File: src/rtl/traffic_light_monitor.sv
// traffic_light_monitor: passive checker for a one-way traffic light.
// Decodes {red, yellow, green} back into the controller phase. It measures
// how long each phase lasts and flags illegal patterns, out-of-order
// transitions and duration violations.
// Ports:
//   clk, rst_n            clock, async active-low reset
//   red, yellow, green    observed lights (synchronous to clk)
//   clr                   sync clear of err_flags / err_count
//   phase                 decoded phase (0 OFF,1 STOP,2 RTG,3 GO,4 RTS,7 ILLEGAL)
//   dur                   cycles in current phase, saturating
//   err_seq/time/illegal  one-cycle error pulses
//   err_flags             sticky {illegal, seq, time}
//   err_count             saturating count of error pulses
module traffic_light_monitor #(
  parameter int unsigned RED_CYC = 30,
  parameter int unsigned YEL_CYC = 3,
  parameter int unsigned GRN_CYC = 30,
  parameter int unsigned TOL     = 0,
  parameter int unsigned CW      = 16
) (
  input  logic          clk,
  input  logic          rst_n,
  input  logic          red,
  input  logic          yellow,
  input  logic          green,
  input  logic          clr,
  output logic [2:0]    phase,
  output logic [CW-1:0] dur,
  output logic          err_seq,
  output logic          err_time,
  output logic          err_illegal,
  output logic [2:0]    err_flags,
  output logic [7:0]    err_count
);

  typedef enum logic [2:0] {
    PH_OFF  = 3'd0,
    PH_STOP = 3'd1,
    PH_RTG  = 3'd2,
    PH_GO   = 3'd3,
    PH_RTS  = 3'd4,
    PH_ILL  = 3'd7
  } phase_e;

  // Short-check thresholds; a zero threshold disables the check (dur < 0 never holds).
  localparam int unsigned RED_LO = (TOL >= RED_CYC) ? 0 : RED_CYC - TOL;
  localparam int unsigned YEL_LO = (TOL >= YEL_CYC) ? 0 : YEL_CYC - TOL;
  localparam int unsigned GRN_LO = (TOL >= GRN_CYC) ? 0 : GRN_CYC - TOL;
  localparam int unsigned RED_HI = RED_CYC + TOL;
  localparam int unsigned YEL_HI = YEL_CYC + TOL;
  localparam int unsigned GRN_HI = GRN_CYC + TOL;

  logic [2:0]    lights_q;
  phase_e        phase_q, phase_d, new_ph;
  logic [CW-1:0] dur_q, dur_d, dur_inc;
  logic          seq_q, seq_d, time_q, time_d, ill_q, ill_d;
  logic          unsynced_q, unsynced_d, reported_q, reported_d;
  logic [2:0]    flags_q, flags_d;
  logic [7:0]    count_q, count_d;
  logic          checked_c;
  logic [CW-1:0] lo_c, hi_c;
  logic          legal_c;
  logic [1:0]    npulse;
  logic [8:0]    cnt_sum;

  // Pattern decode of the sampled lights.
  always_comb begin
    new_ph = PH_ILL;
    unique case (lights_q)
      3'b000:  new_ph = PH_OFF;
      3'b100:  new_ph = PH_STOP;
      3'b110:  new_ph = PH_RTG;
      3'b001:  new_ph = PH_GO;
      3'b010:  new_ph = PH_RTS;
      default: new_ph = PH_ILL;
    endcase
  end

  // Duration window of the phase currently held.
  always_comb begin
    checked_c = 1'b1;
    lo_c      = '0;
    hi_c      = '0;
    unique case (phase_q)
      PH_STOP:       begin lo_c = CW'(RED_LO); hi_c = CW'(RED_HI); end
      PH_RTG, PH_RTS: begin lo_c = CW'(YEL_LO); hi_c = CW'(YEL_HI); end
      PH_GO:         begin lo_c = CW'(GRN_LO); hi_c = CW'(GRN_HI); end
      default:       checked_c = 1'b0;
    endcase
  end

  // Legal successor of the current phase; entering OFF is always allowed.
  always_comb begin
    legal_c = 1'b0;
    if (new_ph == PH_OFF) begin
      legal_c = 1'b1;
    end else begin
      unique case (phase_q)
        PH_OFF:  legal_c = (new_ph == PH_STOP);
        PH_STOP: legal_c = (new_ph == PH_RTG);
        PH_RTG:  legal_c = (new_ph == PH_GO);
        PH_GO:   legal_c = (new_ph == PH_RTS);
        PH_RTS:  legal_c = (new_ph == PH_STOP);
        default: legal_c = 1'b0;
      endcase
    end
  end

  // Phase tracking, error detection and error bookkeeping.
  always_comb begin
    phase_d    = phase_q;
    dur_inc    = (dur_q == '1) ? dur_q : dur_q + CW'(1);
    dur_d      = dur_inc;
    seq_d      = 1'b0;
    time_d     = 1'b0;
    ill_d      = 1'b0;
    unsynced_d = unsynced_q;
    reported_d = reported_q;

    if (new_ph != phase_q) begin
      phase_d    = new_ph;
      dur_d      = CW'(1);
      reported_d = 1'b0;
      // Phase following ILLEGAL has an unknown start, so it is not timed.
      unsynced_d = (phase_q == PH_ILL);
      if (new_ph == PH_ILL) begin
        ill_d = 1'b1;
      end else if (phase_q != PH_ILL && !legal_c) begin
        seq_d = 1'b1;
      end
      if (checked_c && !unsynced_q && !reported_q && (dur_q < lo_c)) begin
        time_d = 1'b1;
      end
    end else if (checked_c && !unsynced_q && !reported_q && (dur_q == hi_c)) begin
      // dur is about to become hi+1: report overrun once.
      time_d     = 1'b1;
      reported_d = 1'b1;
    end

    npulse  = 2'(seq_d) + 2'(time_d) + 2'(ill_d);
    cnt_sum = {1'b0, count_q} + 9'(npulse);
    if (clr) begin
      flags_d = {ill_d, seq_d, time_d};
      count_d = '0;
    end else begin
      flags_d = flags_q | {ill_d, seq_d, time_d};
      count_d = cnt_sum[8] ? 8'hFF : cnt_sum[7:0];
    end
  end

  always_ff @(posedge clk or negedge rst_n) begin
    if (!rst_n) begin
      lights_q   <= '0;
      phase_q    <= PH_OFF;
      dur_q      <= '0;
      seq_q      <= 1'b0;
      time_q     <= 1'b0;
      ill_q      <= 1'b0;
      unsynced_q <= 1'b0;
      reported_q <= 1'b0;
      flags_q    <= '0;
      count_q    <= '0;
    end else begin
      lights_q   <= {red, yellow, green};
      phase_q    <= phase_d;
      dur_q      <= dur_d;
      seq_q      <= seq_d;
      time_q     <= time_d;
      ill_q      <= ill_d;
      unsynced_q <= unsynced_d;
      reported_q <= reported_d;
      flags_q    <= flags_d;
      count_q    <= count_d;
    end
  end

  assign phase       = phase_q;
  assign dur         = dur_q;
  assign err_seq     = seq_q;
  assign err_time    = time_q;
  assign err_illegal = ill_q;
  assign err_flags   = flags_q;
  assign err_count   = count_q;

endmodule
File: config.mk
export PLATFORM = sky130hd
export DESIGN_NAME = traffic_light_monitor
export DESIGN_NICKNAME = d
export VERILOG_FILES = /design/src/rtl/traffic_light_monitor.sv
export SDC_FILE = /design/constraint.sdc
export NUM_CORES = 1
export LEC_CHECK = 0
export ABC_AREA = 1
export BUFFER_PORTS_ARGS = -buffer_cell sky130_fd_sc_hd__buf_2
export CAP_MARGIN = 25
export CORE_MARGIN = 1.5
export CORE_UTILIZATION = 28
export CTS_BUF_LIST = sky130_fd_sc_hd__clkbuf_8
export DETAILED_ROUTE_END_ITERATION = 7
export REMOVE_ABC_BUFFERS = 1
export SLEW_MARGIN = 20
export SYNTH_ARGS = -nofsm -noshare
export SYNTH_HDL_FRONTEND = slang
export SYNTH_SLANG_ARGS = --single-unit
File: constraint.sdc
create_clock -name clk -period 2.7 [get_ports clk]
set_input_delay 0 -clock clk [delete_from_list [all_inputs] [get_ports clk]]
set_output_delay 0 -clock clk [all_outputs]
set_load 0.01 [all_outputs]
* After elaboration in Yosys (flattened, before gate mapping)
Index checks and enable logic that the tools add are counted.
Storage, ports and cells: output and inout bits 33, latch bits 0, bits in registers 38, memory bits (read-only) 0, memories 0, bits in writable memories 0, logic and storage cells 71
Operators by class: reductions and logical operators 16, bitwise gates (word level) 1, order comparisons 1, eq/ne operators 19, multiply operators 0, multiplexer cells 20, add/subtract/negate cells 4, divide/modulo/power cells 0, shifts and indexed selects 0
Operators with widths (number):
- 16-bit 2-to-1 mux | 2
- 3-bit == test (second input constant) | 6
- 16-bit by 1-bit adder with 16-bit output (second input constant) | 1
- 16-bit == test | 1
- 16-bit == test (second input constant) | 1
- 16-bit less-than comparator | 1
- 8-bit 2-to-1 mux | 2
- 3-bit by 2-bit == test with 1-bit output (second input constant) | 5
- 3-bit one-hot mux with 5 select lines | 1
- 1-bit 2-to-1 mux | 12
- 5-bit one-hot mux with 2 select lines | 1
- 8-bit by 2-bit adder with 9-bit output | 1
- 3-bit by 1-bit == test with 1-bit output (second input constant) | 3
- 3-bit zero test | 3
- 2-bit OR reduction | 3
- 1-bit logical AND | 5
- 1-bit one-hot mux with 4 select lines | 1
- 4-bit OR reduction | 1
- 1-bit zero test | 3
- 3-bit 2-to-1 mux | 1
- 3-bit inequality test | 1
- 3-bit inequality test (second input constant) | 1
- 3-bit OR | 1
- 1-bit by 1-bit adder with 2-bit output | 1
- 3 further kinds | 3

* Depth between registers and ports, before layout
word-level depth 15, mapped depth 20

* Worst setup path before layout
Ideal clock, no wire load.
path kind register to register, from register lights_q[1], to register count_q[3] (netlist: err_count[3]), period minus slack after synthesis 2.822 ns, arrival 2.703 ns, cell stages (with the launch flop) 19, path buffers 1, data required time 2.580 ns, path slack -0.122 ns, library setup time 0.120 ns, cell sequence dfrtp_1 inv_1 nand2_1 nand2_2 nand2_2 nand2_2 nand3_2 buf_4 nand2_1 inv_1 fa_1 ha_1 fa_1 nand2_1 nor3_1 nand3_1 inv_1 o21ai_0 inv_1
RTL lines:
- from (decl) | RTL line 53 | logic [2:0] lights_q;
- from (signal assigned) | RTL line 164 | lights_q <= {red, yellow, green};
- 3-bit by 2-bit == test with 1-bit output (tied with other cells) | RTL line 69 | unique case (lights_q)
- 3-bit one-hot mux with 5 select lines (*) | RTL line 69
- 3-bit == test | RTL line 126 | if (new_ph == PH_ILL) begin
- 1-bit 2-to-1 mux | RTL line 126
- 1-bit 2-to-1 mux (*) | RTL line 120 | if (new_ph != phase_q) begin
- named net ill_d | RTL line 56 | logic seq_q, seq_d, time_q, time_d, ill_q, ill_d;
- 2-bit by 1-bit adder with 2-bit output (*) | RTL line 140 | npulse = 2'(seq_d) + 2'(time_d) + 2'(ill_d);
- 8-bit by 2-bit adder with 9-bit output (*) | RTL line 141 | cnt_sum = {1'b0, count_q} + 9'(npulse);
- 8-bit 2-to-1 mux (*) | RTL line 147 | count_d = cnt_sum[8] ? 8'hFF : cnt_sum[7:0];
- 8-bit 2-to-1 mux (*) | RTL line 142 | if (clr) begin
- named net count_d[3] | RTL line 59 | logic [7:0] count_q, count_d;
- to (signal assigned) | RTL line 173 | count_q <= count_d;
- to (decl) | RTL line 59
Mark *: on every way through the listed nets, which the timed path passes. The rest lies on a longest branch. A chain may end at the register's enable or synchronous reset.

* Worst setup path in the final report
from register lights_q[1], to register count_q[6] (netlist: err_count[6])
Between the ends: cells in the longest elaborated chain, start to end 15
RTL lines:
- 3-bit by 2-bit == test with 1-bit output (tied with other cells) | RTL line 69
- 3-bit one-hot mux with 5 select lines (*) | RTL line 69
- 3-bit by 1-bit == test with 1-bit output (tied with other cells) | RTL line 99, 103
- 1-bit one-hot mux with 4 select lines | RTL line 98 | unique case (phase_q)
- 1-bit 2-to-1 mux | RTL line 95 | if (new_ph == PH_OFF) begin
- 1-bit zero test | RTL line 128 | end else if (phase_q != PH_ILL && !legal_c) begin
- 1-bit logical AND | RTL line 128
- 1-bit 2-to-1 mux | RTL line 128
- 1-bit 2-to-1 mux | RTL line 126
- 1-bit 2-to-1 mux (*) | RTL line 120
- named net seq_d | RTL line 56
- 1-bit by 1-bit adder with 2-bit output (*) | RTL line 140
- 2-bit by 1-bit adder with 2-bit output (*) | RTL line 140
- 8-bit by 2-bit adder with 9-bit output (*) | RTL line 141
- 8-bit 2-to-1 mux (*) | RTL line 147
- 8-bit 2-to-1 mux (*) | RTL line 142
- named net count_d[6] | RTL line 59
Marked as above.

==> impl_metrics.ini <==
[status]
outcome = finished, violations left
violations = setup timing

[clock_network]
cts_max_level = 2
cts_tree = done
clock-root-buffer = clkbuf_8
cts_buffer_depth = 2
cts.sinks = 38
cts_inserted_buffers = 5
insertion_delay_ns = 0.29
clk_pin_slew_ns = 0.08

[place]
io_buffers = 38
place_hpwl_um = 3940
place.gp.congestion = 0.857
placed_cell_area_um2 = 2740
place_ws_ns = -0.268

[route]
drt_wl_total_um = 5560
drcViolationCount = 0
drtPass1Iterations = 4
viasPerCell = 4.47
vias = 2150
drt_first_iter_violations = 95
routedWlPerCell_um = 11.6
antenna_left = 0

[floorplanning]
die_w_um = 92.3
core.rowCount = 32
io_pins = 39
start_util = 0.289
die_h_um = 92.3
dieArea_um2 = 8520
core-area_um2 = 7730

[final_layout]
final_area_um2 = 3190
area_growth_pct = 43.0
drive_gt1_frac = 0.393
antenna_cells = 0
fin_nets = 394

[timing]
slew_viol_final = 0
finalSetupViolCount = 7
relSlewSlack = 0.424
finalHoldViolCount = 0
period_share = 1.02
worst_pin_slew_ns = 0.864
grt_setup_unrepaired = yes
skew_ns = 0.00911
tns_ns = -0.165
fin_crit_ns = 2.74
setup_ws_ns = -0.0412
clock.fmax_ghz = 0.365

[job]
max-cap-violations = 0

[global_route]
overflow = 0
grt_pass1_wl_um = 9650
grt_pass1_vias = 2132
antenna_found_initial = 0
grt_start_max_net_pins = 39
track_usage = 0.141

[setup_path]
end_kind = flip-flop
critPathKind = flip-flop to flip-flop
critPathRequiredTime_ns = 2.91
crit_fanout = 4
crit_arrival_ns = 2.96
cp-start-kind = flip-flop

[synthesis]
async_reset_ff_frac = 1.00
ys_seq_elements = 38
avgSynthCellArea_um2 = 7.81
ys_types = 29
synth_ff_type = dfrtp_1
synth-edff-count = 0
syn_area_um2 = 2230
synth_seq_area_share = 0.426
synthesis.instances = 286
ys_warn_count = 0

[power]
vdd.ir_drop.worst_mv = 0.436
total_power_mw = 1.54
p_per_area_nw_per_um2 = 482
total_leakage_power_nw = 1.71

[worst_hold_path]
min_path_type = input port to flip-flop
[worst max-delay path, cell delays in order, from the launching register on]
cell and delay (ns):
dfrtp_1 0.42, inv_2 0.09, nand2_2 0.07, nand2_2 0.08, nand2_2 0.05, nand2_2 0.10
nand3_2 0.09, nand2_1 0.08, inv_1 0.04, nand2_2 0.06, inv_2 0.04, fa_1 0.54
ha_4 0.14, fa_2 0.20, nand2_2 0.07, nor3_4 0.23, buf_4 0.15, o21ai_2 0.04
a31oi_1 0.14
[synthesized netlist by cell type (3+ instances only)]
master | instances | share of area
nand2_2 | 9 | 0.025
nor2_1 | 32 | 0.054
dfrtp_1 | 38 | 0.43
inv_2 | 3 | 0.0050
a21oi_1 | 12 | 0.027
o21ai_0 | 5 | 0.011
xor2_1 | 9 | 0.035
nor2_4 | 3 | 0.015
xnor2_1 | 3 | 0.012
ha_1 | 8 | 0.045
nand3_1 | 34 | 0.076
nand2_1 | 73 | 0.12
inv_1 | 34 | 0.057
[where the power goes]
group          switching [mW]  internal (mW)  leakage [nW]
clock network           0.207          0.269        0.0607
registers              0.0424          0.610         0.495
logic                   0.208          0.204          1.16
[kinds of logic after synthesis]
logic type / after synthesis / synth area share
AO/OA/AOI/OAI: 24 / 0.0633
XOR/XNOR: 12 / 0.0471
adder cells (fa/ha/maj): 10 / 0.0627
buffers and inverters: 39 / 0.0706
flip-flops: 38 / 0.426
AND/OR/NAND/NOR: 163 / 0.331
[cell usage in the layout (no fill, tap or decap), drive strengths merged]
master	synthesis	routed
nand2	82	82
buf	2	82
inv	37	39
dfrtp	38	38
nor2	37	37
nand3	35	35
a21oi	14	14
xor2	9	9
ha	8	8
o21ai	7	7
clkbuf	0	5
dlygate4sd3	0	5
xnor2	3	3
nand4	3	3
or2	2	2
nor3	2	2
fa	2	2
nand3b	1	1
o21bai	1	1
a31oi	1	1
o211ai	1	1
and2	1	1
bufinv	0	1
[state kept, by name, summed over array words and instances (netlist names)]
signal and flops:
err_flags 3, err_illegal 1, unsynced_q 1, reported_q 1, err_seq 1, err_count 8
lights_q 3, phase 3, dur 16, err_time 1
[final cells by class]
cell class	count	area [um^2]
Fill cell	766	4530
Timing Repair Buffer	87	586
Sequential cell	38	955
Inverter	37	141
Multi-Input combinational cell	209	1280
Clock inverter	3	37.5
Clock buffer	5	68.8
Tap cell	102	128
[worst paths after layout]
| kind | startpoint | to | slack (ns) | cells after the start |
|---|---|---|---|---|
| min in group asynchronous | rst_n | phase[0]$_DFFE_PN0N_ | 0.36 | 2 |
| max | lights_q[1]$_DFF_PN0_ | err_count[6]$_DFF_PN0_ | -0.04 | 18 |
| min reg2reg | err_flags[2]$_DFF_PN0_ | err_flags[2]$_DFF_PN0_ | 0.49 | 2 |
| max reg2reg | lights_q[1]$_DFF_PN0_ | err_count[6]$_DFF_PN0_ | -0.04 | 18 |
| max in group asynchronous | rst_n | lights_q[2]$_DFF_PN0_ | 1.75 | 2 |
| min | yellow | lights_q[1]$_DFF_PN0_ | 0.35 | 2 |
[timing repair]
action	in CTS	in global routing
pin swaps	16	21
setup endpoints to repair	8	9
hold buffers	5	0
setup buffers	15	4
resized for setup	34	16
endpoints found under the hold margin	45	0
[per-stage QoR]
step | utilization | hold slack, ns | cells
global route | 0.413 | 0.334 | 481
detailed placement | 0.354 | 0.109 | 451
global placement | 0.354 | 0.109 | 451
finish | 0.413 | 0.345 | 481
CTS | 0.403 | 0.332 | 479
floorplan | - | -0.296 | 284
[routing by layer]
layer | vias up | routed length (um) | part of all wire | GRT usage
met3 | 5 | 207 | 0.037 | 0.0304
met4 | 0 | 48 | 0.0086 | 0.0423
met2 | 39 | 2690 | 0.48 | 0.226
li1 | 1098 | - | - | -
met1 | 1008 | 2610 | 0.47 | 0.191
met5 | - | 0 | 0 | 0
Note: power is estimated with default switching activity, not from simulation.
